`config.mk`:
```
export PLATFORM = sky130hd
export DESIGN_NAME = minmax_stream_driver
export DESIGN_NICKNAME = d
export VERILOG_FILES = /design/src/rtl/minmax_stream_driver_pkg.sv /design/src/rtl/minmax_tracker.sv /design/src/rtl/minmax_stream_driver.sv
export SDC_FILE = /design/constraint.sdc
export NUM_CORES = 1
export LEC_CHECK = 0
export ABC_AREA = 0
export CAP_MARGIN = 20
export CELL_PAD_IN_SITES_DETAIL_PLACEMENT = 1
export CELL_PAD_IN_SITES_GLOBAL_PLACEMENT = 2
export CORE_ASPECT_RATIO = 1.1
export CORE_UTILIZATION = 35
export CTS_CLUSTER_SIZE = 16
export DETAILED_ROUTE_END_ITERATION = 10
export PLACE_DENSITY_LB_ADDON = 0.2
export SLEW_MARGIN = 20
export SYNTH_ARGS = -nofsm -noshare
export SYNTH_HDL_FRONTEND = slang
export SYNTH_SLANG_ARGS = --single-unit
```
`constraint.sdc`:
```
create_clock -name clock -period 3.05 [get_ports clock]
set_input_delay 0.7625 -clock clock [delete_from_list [all_inputs] [get_ports clock]]
set_output_delay 0.7625 -clock clock [all_outputs]
set_load 0.05 [all_outputs]
```
`src/rtl/minmax_stream_driver_pkg.sv`:
```
// rtl/minmax_stream_driver_pkg.sv - shared defaults, FSM encodings and average helper
package minmax_stream_driver_pkg;

    localparam int DEF_N_BYTES     = 8;
    localparam int DEF_DATA_W      = 8;
    localparam int DEF_TIMEOUT_CYC = 32;

    // Helper width; any DATA_W up to this fits without overflow in the sum.
    localparam int AVG_MAX_W = 32;

    localparam logic [1:0] ST_IDLE      = 2'd0;
    localparam logic [1:0] ST_SEND      = 2'd1;
    localparam logic [1:0] ST_WAIT_DONE = 2'd2;

    // Truncating midpoint: the sum carries one extra bit so (max+max)/2 never wraps.
    function automatic logic [AVG_MAX_W-1:0] mid_average(
        input logic [AVG_MAX_W-1:0] a,
        input logic [AVG_MAX_W-1:0] b
    );
        logic [AVG_MAX_W:0] sum;
        sum = {1'b0, a} + {1'b0, b};
        return sum[AVG_MAX_W:1];
    endfunction

endpackage

```
`src/rtl/minmax_tracker.sv`:
```
// rtl/minmax_tracker.sv - running min/max over a byte sequence with midpoint output
module minmax_tracker
    import minmax_stream_driver_pkg::*;
#(
    parameter int DATA_W = DEF_DATA_W
) (
    input  logic              clock,
    input  logic              reset,
    input  logic              update,
    input  logic              init,
    input  logic [DATA_W-1:0] sample,
    output logic [DATA_W-1:0] avg
);

    logic [DATA_W-1:0] min_q;
    logic [DATA_W-1:0] max_q;

    // The first sample of a sequence seeds both extremes; later ones only widen the range.
    always_ff @(posedge clock) begin
        if (reset) begin
            min_q <= '0;
            max_q <= '0;
        end else if (update) begin
            if (init) begin
                min_q <= sample;
                max_q <= sample;
            end else begin
                if (sample < min_q) min_q <= sample;
                if (sample > max_q) max_q <= sample;
            end
        end
    end

    // Midpoint of the current range, truncated.
    always_comb begin
        avg = DATA_W'(mid_average(AVG_MAX_W'(min_q), AVG_MAX_W'(max_q)));
    end

endmodule

```
`src/rtl/minmax_stream_driver.sv`:
```
// rtl/minmax_stream_driver.sv - replays a host-written frame to the averaging core and checks its answer
module minmax_stream_driver
    import minmax_stream_driver_pkg::*;
#(
    parameter int N_BYTES     = DEF_N_BYTES,
    parameter int DATA_W      = DEF_DATA_W,
    parameter int TIMEOUT_CYC = DEF_TIMEOUT_CYC
) (
    input  logic                       clock,
    input  logic                       reset,
    input  logic                       wr_en,
    input  logic [$clog2(N_BYTES)-1:0] wr_addr,
    input  logic [DATA_W-1:0]          wr_data,
    input  logic                       go,
    output logic                       start,
    output logic [DATA_W-1:0]          data,
    input  logic [DATA_W-1:0]          W,
    input  logic                       done,
    output logic                       busy,
    output logic [DATA_W-1:0]          result,
    output logic                       result_valid,
    output logic                       match,
    output logic                       timeout,
    output logic                       early_done
);

    localparam int              AW       = $clog2(N_BYTES);
    localparam int              TW       = $clog2(TIMEOUT_CYC);
    localparam logic [AW-1:0]   LAST_IDX = AW'(N_BYTES - 1);
    localparam logic [TW-1:0]   LAST_CYC = TW'(TIMEOUT_CYC - 1);

    logic [DATA_W-1:0] buffer [N_BYTES];
    logic [1:0]        state;
    logic [AW-1:0]     idx;
    logic [TW-1:0]     tcnt;
    logic [DATA_W-1:0] cur_byte;
    logic [DATA_W-1:0] expected;

    assign cur_byte = buffer[idx];

    // Frame buffer: host writes land only while idle so a frame in flight stays frozen.
    always_ff @(posedge clock) begin
        if (reset) begin
            for (int i = 0; i < N_BYTES; i++) buffer[i] <= '0;
        end else if (wr_en && (state == ST_IDLE)) begin
            buffer[wr_addr] <= wr_data;
        end
    end

    // Range tracker follows the bytes exactly as they are presented to the core.
    minmax_tracker #(
        .DATA_W (DATA_W)
    ) u_tracker (
        .clock  (clock),
        .reset  (reset),
        .update (state == ST_SEND),
        .init   (idx == '0),
        .sample (cur_byte),
        .avg    (expected)
    );

    // Frame sequencer: launch, stream N_BYTES, then wait for done or give up.
    always_ff @(posedge clock) begin
        if (reset) begin
            state        <= ST_IDLE;
            idx          <= '0;
            tcnt         <= '0;
            result       <= '0;
            result_valid <= 1'b0;
            match        <= 1'b0;
            timeout      <= 1'b0;
            early_done   <= 1'b0;
        end else begin
            result_valid <= 1'b0;
            case (state)
                ST_IDLE: begin
                    if (go) begin
                        state      <= ST_SEND;
                        idx        <= '0;
                        early_done <= 1'b0;
                    end
                end
                ST_SEND: begin
                    if (done) early_done <= 1'b1;
                    if (idx == LAST_IDX) begin
                        state <= ST_WAIT_DONE;
                        idx   <= '0;
                        tcnt  <= '0;
                    end else begin
                        idx <= idx + AW'(1);
                    end
                end
                ST_WAIT_DONE: begin
                    // A done arriving on the last allowed cycle still counts as a result.
                    if (done) begin
                        result       <= W;
                        match        <= (W == expected);
                        timeout      <= 1'b0;
                        result_valid <= 1'b1;
                        state        <= ST_IDLE;
                    end else if (tcnt == LAST_CYC) begin
                        match        <= 1'b0;
                        timeout      <= 1'b1;
                        result_valid <= 1'b1;
                        state        <= ST_IDLE;
                    end else begin
                        tcnt <= tcnt + TW'(1);
                    end
                end
                default: state <= ST_IDLE;
            endcase
        end
    end

    // Core-facing stream and status decode; data is forced to zero outside SEND.
    always_comb begin
        busy  = (state == ST_SEND) || (state == ST_WAIT_DONE);
        start = (state == ST_SEND) && (idx == '0);
        data  = (state == ST_SEND) ? cur_byte : '0;
    end

endmodule

```
==> impl_table.tex, run 1 <==
\begin{tabular}{lr}
\hline
Metric & Value \\
\hline
\multicolumn{2}{l}{\textbf{Synthesis}} \\
Number of warnings printed during yosys synthesis & 0 \\
Post-synthesis area per instance & about 11 µm² \\
Number of synthesized flops with an enable pin & 64 \\
Synthesized area & approximately 5500 µm² \\
Fraction of the yosys area taken by sequential cells & 50.3\% \\
Cells taking the most area after synthesis & sky130\_fd\_sc\_hd\_\_edfxtp\_1, sky130\_fd\_sc\_hd\_\_dfxtp\_1, sky130\_fd\_sc\_hd\_\_and2\_1 \\
Predominant post-synthesis flop cell & sky130\_fd\_sc\_hd\_\_edfxtp\_1 \\
Area share of the leading cell type in the synthesized netlist & 35.2\% \\
Share of synthesized registers carrying an async set or reset & 0\% \\
Post-synthesis cell type count & 53 \\
Mapped Nets & about 540 \\
Mapped Cells & 484 \\
Flop and latch count out of synthesis & about 110 \\
Cell type with the largest total area after synthesis & sky130\_fd\_sc\_hd\_\_edfxtp\_1 \\
\multicolumn{2}{l}{\textbf{Clock tree}} \\
Clock-pin slew reported for the worst setup and hold paths after clock tree synthesis & 0.07 ns \\
Total clock buffers created by CTS & 9 \\
Clock root buffer & sky130\_fd\_sc\_hd\_\_clkbuf\_16 \\
Clock tree from TritonCTS & built \\
Sink count of the clock tree & 105 \\
CTS Hold Buffers Added & 0 \\
Maximum clock path buffer count & 2 \\
Clock insertion delay at the later pin of the skew report & around 0.35 ns \\
Maximum level of the CTS H-tree & 3 \\
\multicolumn{2}{l}{\textbf{Pwr}} \\
Power per Cell Area & 556 nW/µm² \\
Peak supply drop & 259 µV \\
Overall power after layout & between 3000 and 4000 µW \\
Leakage component of the power & 0.00260 µW \\
\multicolumn{2}{l}{\textbf{Timing}} \\
Ratio of final minimum period to clock period & 99.5\% \\
Setup repair after global routing missed its margin & yes \\
Final hold violation count & 0 \\
Max transition margin & 56.6\% \\
Total Negative Setup Slacks & 0 ns \\
Maximum clock frequency & 0.329 GHz \\
Worst setup skew after layout & 0.00924 ns \\
Final min period & approximately 3 ns \\
Final Max Tran Viols & 0 \\
Transition at the pin with the smallest max-transition slack & $\sim$0.65 ns \\
Number of failing setup endpoints in the final timing report & 0 \\
\multicolumn{2}{l}{\textbf{Die}} \\
Chip width & about 120 µm \\
Ports placed on the boundary & 46 \\
Chip height & 133 µm \\
Area of the core & 15,100 µm² \\
Row Count & 47 \\
Initial Utilization & between 30\% and 40\% \\
Die footprint & $\sim$16,000 µm² \\
\multicolumn{2}{l}{\textbf{Route}} \\
Per-cell via count in the routed design & 5.01 \\
Post-route DRC & 0 \\
First-pass detailed-route iteration total & 4 \\
Vias & 3,852 \\
Detailed Route WL & 14,100 µm \\
Iteration-0 DRC Markers & 144 \\
Post-route ant nets & 0 \\
Routed length per instance & 18.3 µm \\
\multicolumn{2}{l}{\textbf{Final layout}} \\
Layout area overhead & 24.5\% \\
Number of nets at the end of the flow & 623 \\
Commonest cells after routing, fill and taps aside & sky130\_fd\_sc\_hd\_\_and2\_1, sky130\_fd\_sc\_hd\_\_edfxtp\_1, sky130\_fd\_sc\_hd\_\_buf\_4 \\
Fin area & 6790 µm² \\
Most common cell after layout, fill and taps aside & sky130\_fd\_sc\_hd\_\_and2\_1 \\
Fraction of layout instances using a drive strength above 1 & 22.0\% \\
Number of inserted diodes & 0 \\
\multicolumn{2}{l}{\textbf{Worst setup path}} \\
Required time worst endpoint & about 3.3 ns \\
Worst path arrival time & between 3 and 4 ns \\
Register-to-register setup slack & 0.01 ns \\
Crit end category & register \\
Critical Path Fanout Max & 7 \\
Startpoint types & register \\
Classification of the worst setup path & reg2reg \\
\multicolumn{2}{l}{\textbf{Global routing}} \\
Total global routing track utilization & 19.0\% \\
Remaining global-route overflow & 0 \\
Pin count of the biggest net entering global routing & 49 \\
Number of global-route vias before repair & 4,153 \\
Wire length of the first global-routing pass & 22,800 µm \\
Antenna violations before repair & 0 \\
\multicolumn{2}{l}{\textbf{Placed design}} \\
Routability-driven placement congestion ratio & 0.782 \\
Placement-stage cell area & around 6400 µm² \\
Port Buffers & 45 \\
Sum of net half-perimeters after detailed placement & 10,800 µm \\
\multicolumn{2}{l}{\textbf{Run}} \\
Maximum Capacitance Violations & 0 \\
\multicolumn{2}{l}{\textbf{Min path}} \\
Kind of path behind the tightest hold check & reg2reg \\
\multicolumn{2}{l}{\textbf{Run status}} \\
Run status & complete, no violations \\
\hline
\end{tabular}
-- area by class of cell --
cell class / count / area, µm²
multi-input cells: 333 / 2610
repair buffers: 89 / 813
inverters: 30 / 115
clock buffers: 11 / 233
well taps: 196 / 245
clock inverters: 5 / 31.3
flip-flops and latches: 105 / 2750
fillers: 1645 / 8320
-- state kept, by name, indices dropped and copies added, names as in the netlist, named ones only --
| register | cells |
|---|---|
| match | 1 |
| timeout | 1 |
| early_done | 1 |
| result_valid | 1 |
| u_tracker.min_q | 8 |
| idx | 3 |
| state | 2 |
| result | 8 |
| u_tracker.max_q | 8 |
| buffer | 64 |
| tcnt | 5 |
-- timing repair --
item                       4_1_cts  5_1_grt
setup endpoints to repair       15       16
gates resized for setup         13        5
gates cloned                     1        0
pin swaps                        2        4
buffers inserted                 0        3
-- logic make-up (layout without fill, tap and decap cells) --
kind of cell    Yosys count  count (layout)  share of synthesized area [%]
flops                   105             105                           50.3
compound gates           77              77                           9.50
buf+inv                  46             135                           3.56
fa+ha+maj                31              31                           7.25
mux                      37              37                           10.9
xor+xnor                 11              11                           1.77
simple gates            177             177                           16.7
-- critical path: stages, from the launching register on --
cell and delay [ns]:
sky130_fd_sc_hd__dfxtp_4 0.39, sky130_fd_sc_hd__buf_16 0.14, sky130_fd_sc_hd__buf_4 0.12, sky130_fd_sc_hd__mux4_2 0.48, sky130_fd_sc_hd__mux2i_1 0.14, sky130_fd_sc_hd__buf_4 0.13, sky130_fd_sc_hd__inv_2 0.04, sky130_fd_sc_hd__ha_1 0.18
sky130_fd_sc_hd__a211o_1 0.31, sky130_fd_sc_hd__or4_4 0.56, sky130_fd_sc_hd__buf_6 0.16, sky130_fd_sc_hd__a21oi_1 0.16, sky130_fd_sc_hd__a311oi_2 0.06
-- synthesized netlist by cell type, types with 2 or more instances --
cell type,number
sky130_fd_sc_hd__inv_2,10
sky130_fd_sc_hd__o21bai_1,2
sky130_fd_sc_hd__a311oi_2,7
sky130_fd_sc_hd__ha_1,30
sky130_fd_sc_hd__a21oi_1,32
sky130_fd_sc_hd__nand2b_1,4
sky130_fd_sc_hd__nor2b_1,3
sky130_fd_sc_hd__xor2_1,5
sky130_fd_sc_hd__mux2i_1,10
sky130_fd_sc_hd__clkbuf_1,9
sky130_fd_sc_hd__and3_1,2
sky130_fd_sc_hd__nor3_1,7
sky130_fd_sc_hd__nand4_1,2
sky130_fd_sc_hd__buf_6,2
sky130_fd_sc_hd__and4_1,2
sky130_fd_sc_hd__nand2_1,31
sky130_fd_sc_hd__mux2_2,9
sky130_fd_sc_hd__o21ai_1,8
sky130_fd_sc_hd__o21ai_0,9
sky130_fd_sc_hd__nand3_1,6
sky130_fd_sc_hd__a211o_1,2
sky130_fd_sc_hd__xnor2_1,6
sky130_fd_sc_hd__a21o_1,2
sky130_fd_sc_hd__inv_1,20
sky130_fd_sc_hd__or4_1,2
sky130_fd_sc_hd__dfxtp_1,41
sky130_fd_sc_hd__nor2_1,45
sky130_fd_sc_hd__and2_1,68
sky130_fd_sc_hd__buf_1,2
sky130_fd_sc_hd__buf_2,2
sky130_fd_sc_hd__or2_1,2
sky130_fd_sc_hd__a31oi_1,2
sky130_fd_sc_hd__o21a_1,2
sky130_fd_sc_hd__mux4_2,16
sky130_fd_sc_hd__edfxtp_1,64
-- path summary, 6_finish.rpt --
check / endpoint / cells after the start / startpoint
setup / recovery: u_tracker.min_q[2] / 12 / register
hold / removal: result[5] / 2 / result[5]
setup reg to reg: u_tracker.min_q[2] / 12 / register
hold reg to reg: result[5] / 2 / result[5]
-- per-stage QoR --
| step | worst slack [ns] | util (%) | hold slack, ns | instances |
|---|---|---|---|---|
| 6_report | 0.0140 | 44.9 | 0.457 | 769 |
| 5_1_grt | -0.0688 | 44.9 | 0.476 | 769 |
| 4_1_cts | 0.00126 | 44.7 | 0.457 | 766 |
| 3_5_place_dp | -0.203 | 42.4 | 0.447 | 749 |
| 3_3_place_gp | -0.128 | 42.4 | 0.444 | 749 |
| 2_1_floorplan | -0.00560 | - | 0.436 | 484 |
-- metal layers --
| metal | vias to the layer above | track usage, % | share of wire [%] |
|---|---|---|---|
| met1 | 1893 | 23.3 | 44 |
| met4 | 0 | 5.28 | 0.93 |
| met2 | 54 | 33.8 | 53 |
| met5 | - | 0 | 0 |
| met3 | 12 | 3.28 | 2.6 |
| li1 | 1893 | - | - |
-- power by group --
group | leakage, µW | switching (µW) | internal [µW] | total [µW]
logic | 0.00149 | 568 | 472 | 1040
registers | 0.000996 | 54.7 | 1590 | 1650
clock network | 0.000122 | 532 | 553 | 1090
Note: power is estimated with default switching activity, not from simulation.
==> inputs of run 2 (changes only) <==
--- a/config.mk
+++ b/config.mk
@@ -11,8 +11,10 @@
 export CELL_PAD_IN_SITES_GLOBAL_PLACEMENT = 2
 export CORE_ASPECT_RATIO = 1.1
 export CORE_UTILIZATION = 35
+export CTS_CLUSTER_DIAMETER = 200
 export CTS_CLUSTER_SIZE = 16
 export DETAILED_ROUTE_END_ITERATION = 10
+export HOLD_SLACK_MARGIN = 0.03
 export PLACE_DENSITY_LB_ADDON = 0.2
 export SLEW_MARGIN = 20
 export SYNTH_ARGS = -nofsm -noshare
==> results of run 2 <==
Final layout, timing and power as in run 1 (identical DEF).
==> inputs of run 3 (changes only) <==
--- a/config.mk
+++ b/config.mk
@@ -6,6 +6,7 @@
 export NUM_CORES = 1
 export LEC_CHECK = 0
 export ABC_AREA = 0
+export ABC_CLOCK_PERIOD_IN_PS = 3050
 export CAP_MARGIN = 20
 export CELL_PAD_IN_SITES_DETAIL_PLACEMENT = 1
 export CELL_PAD_IN_SITES_GLOBAL_PLACEMENT = 2
==> results of run 3 <==
Final layout, timing and power as in run 1 (identical DEF).
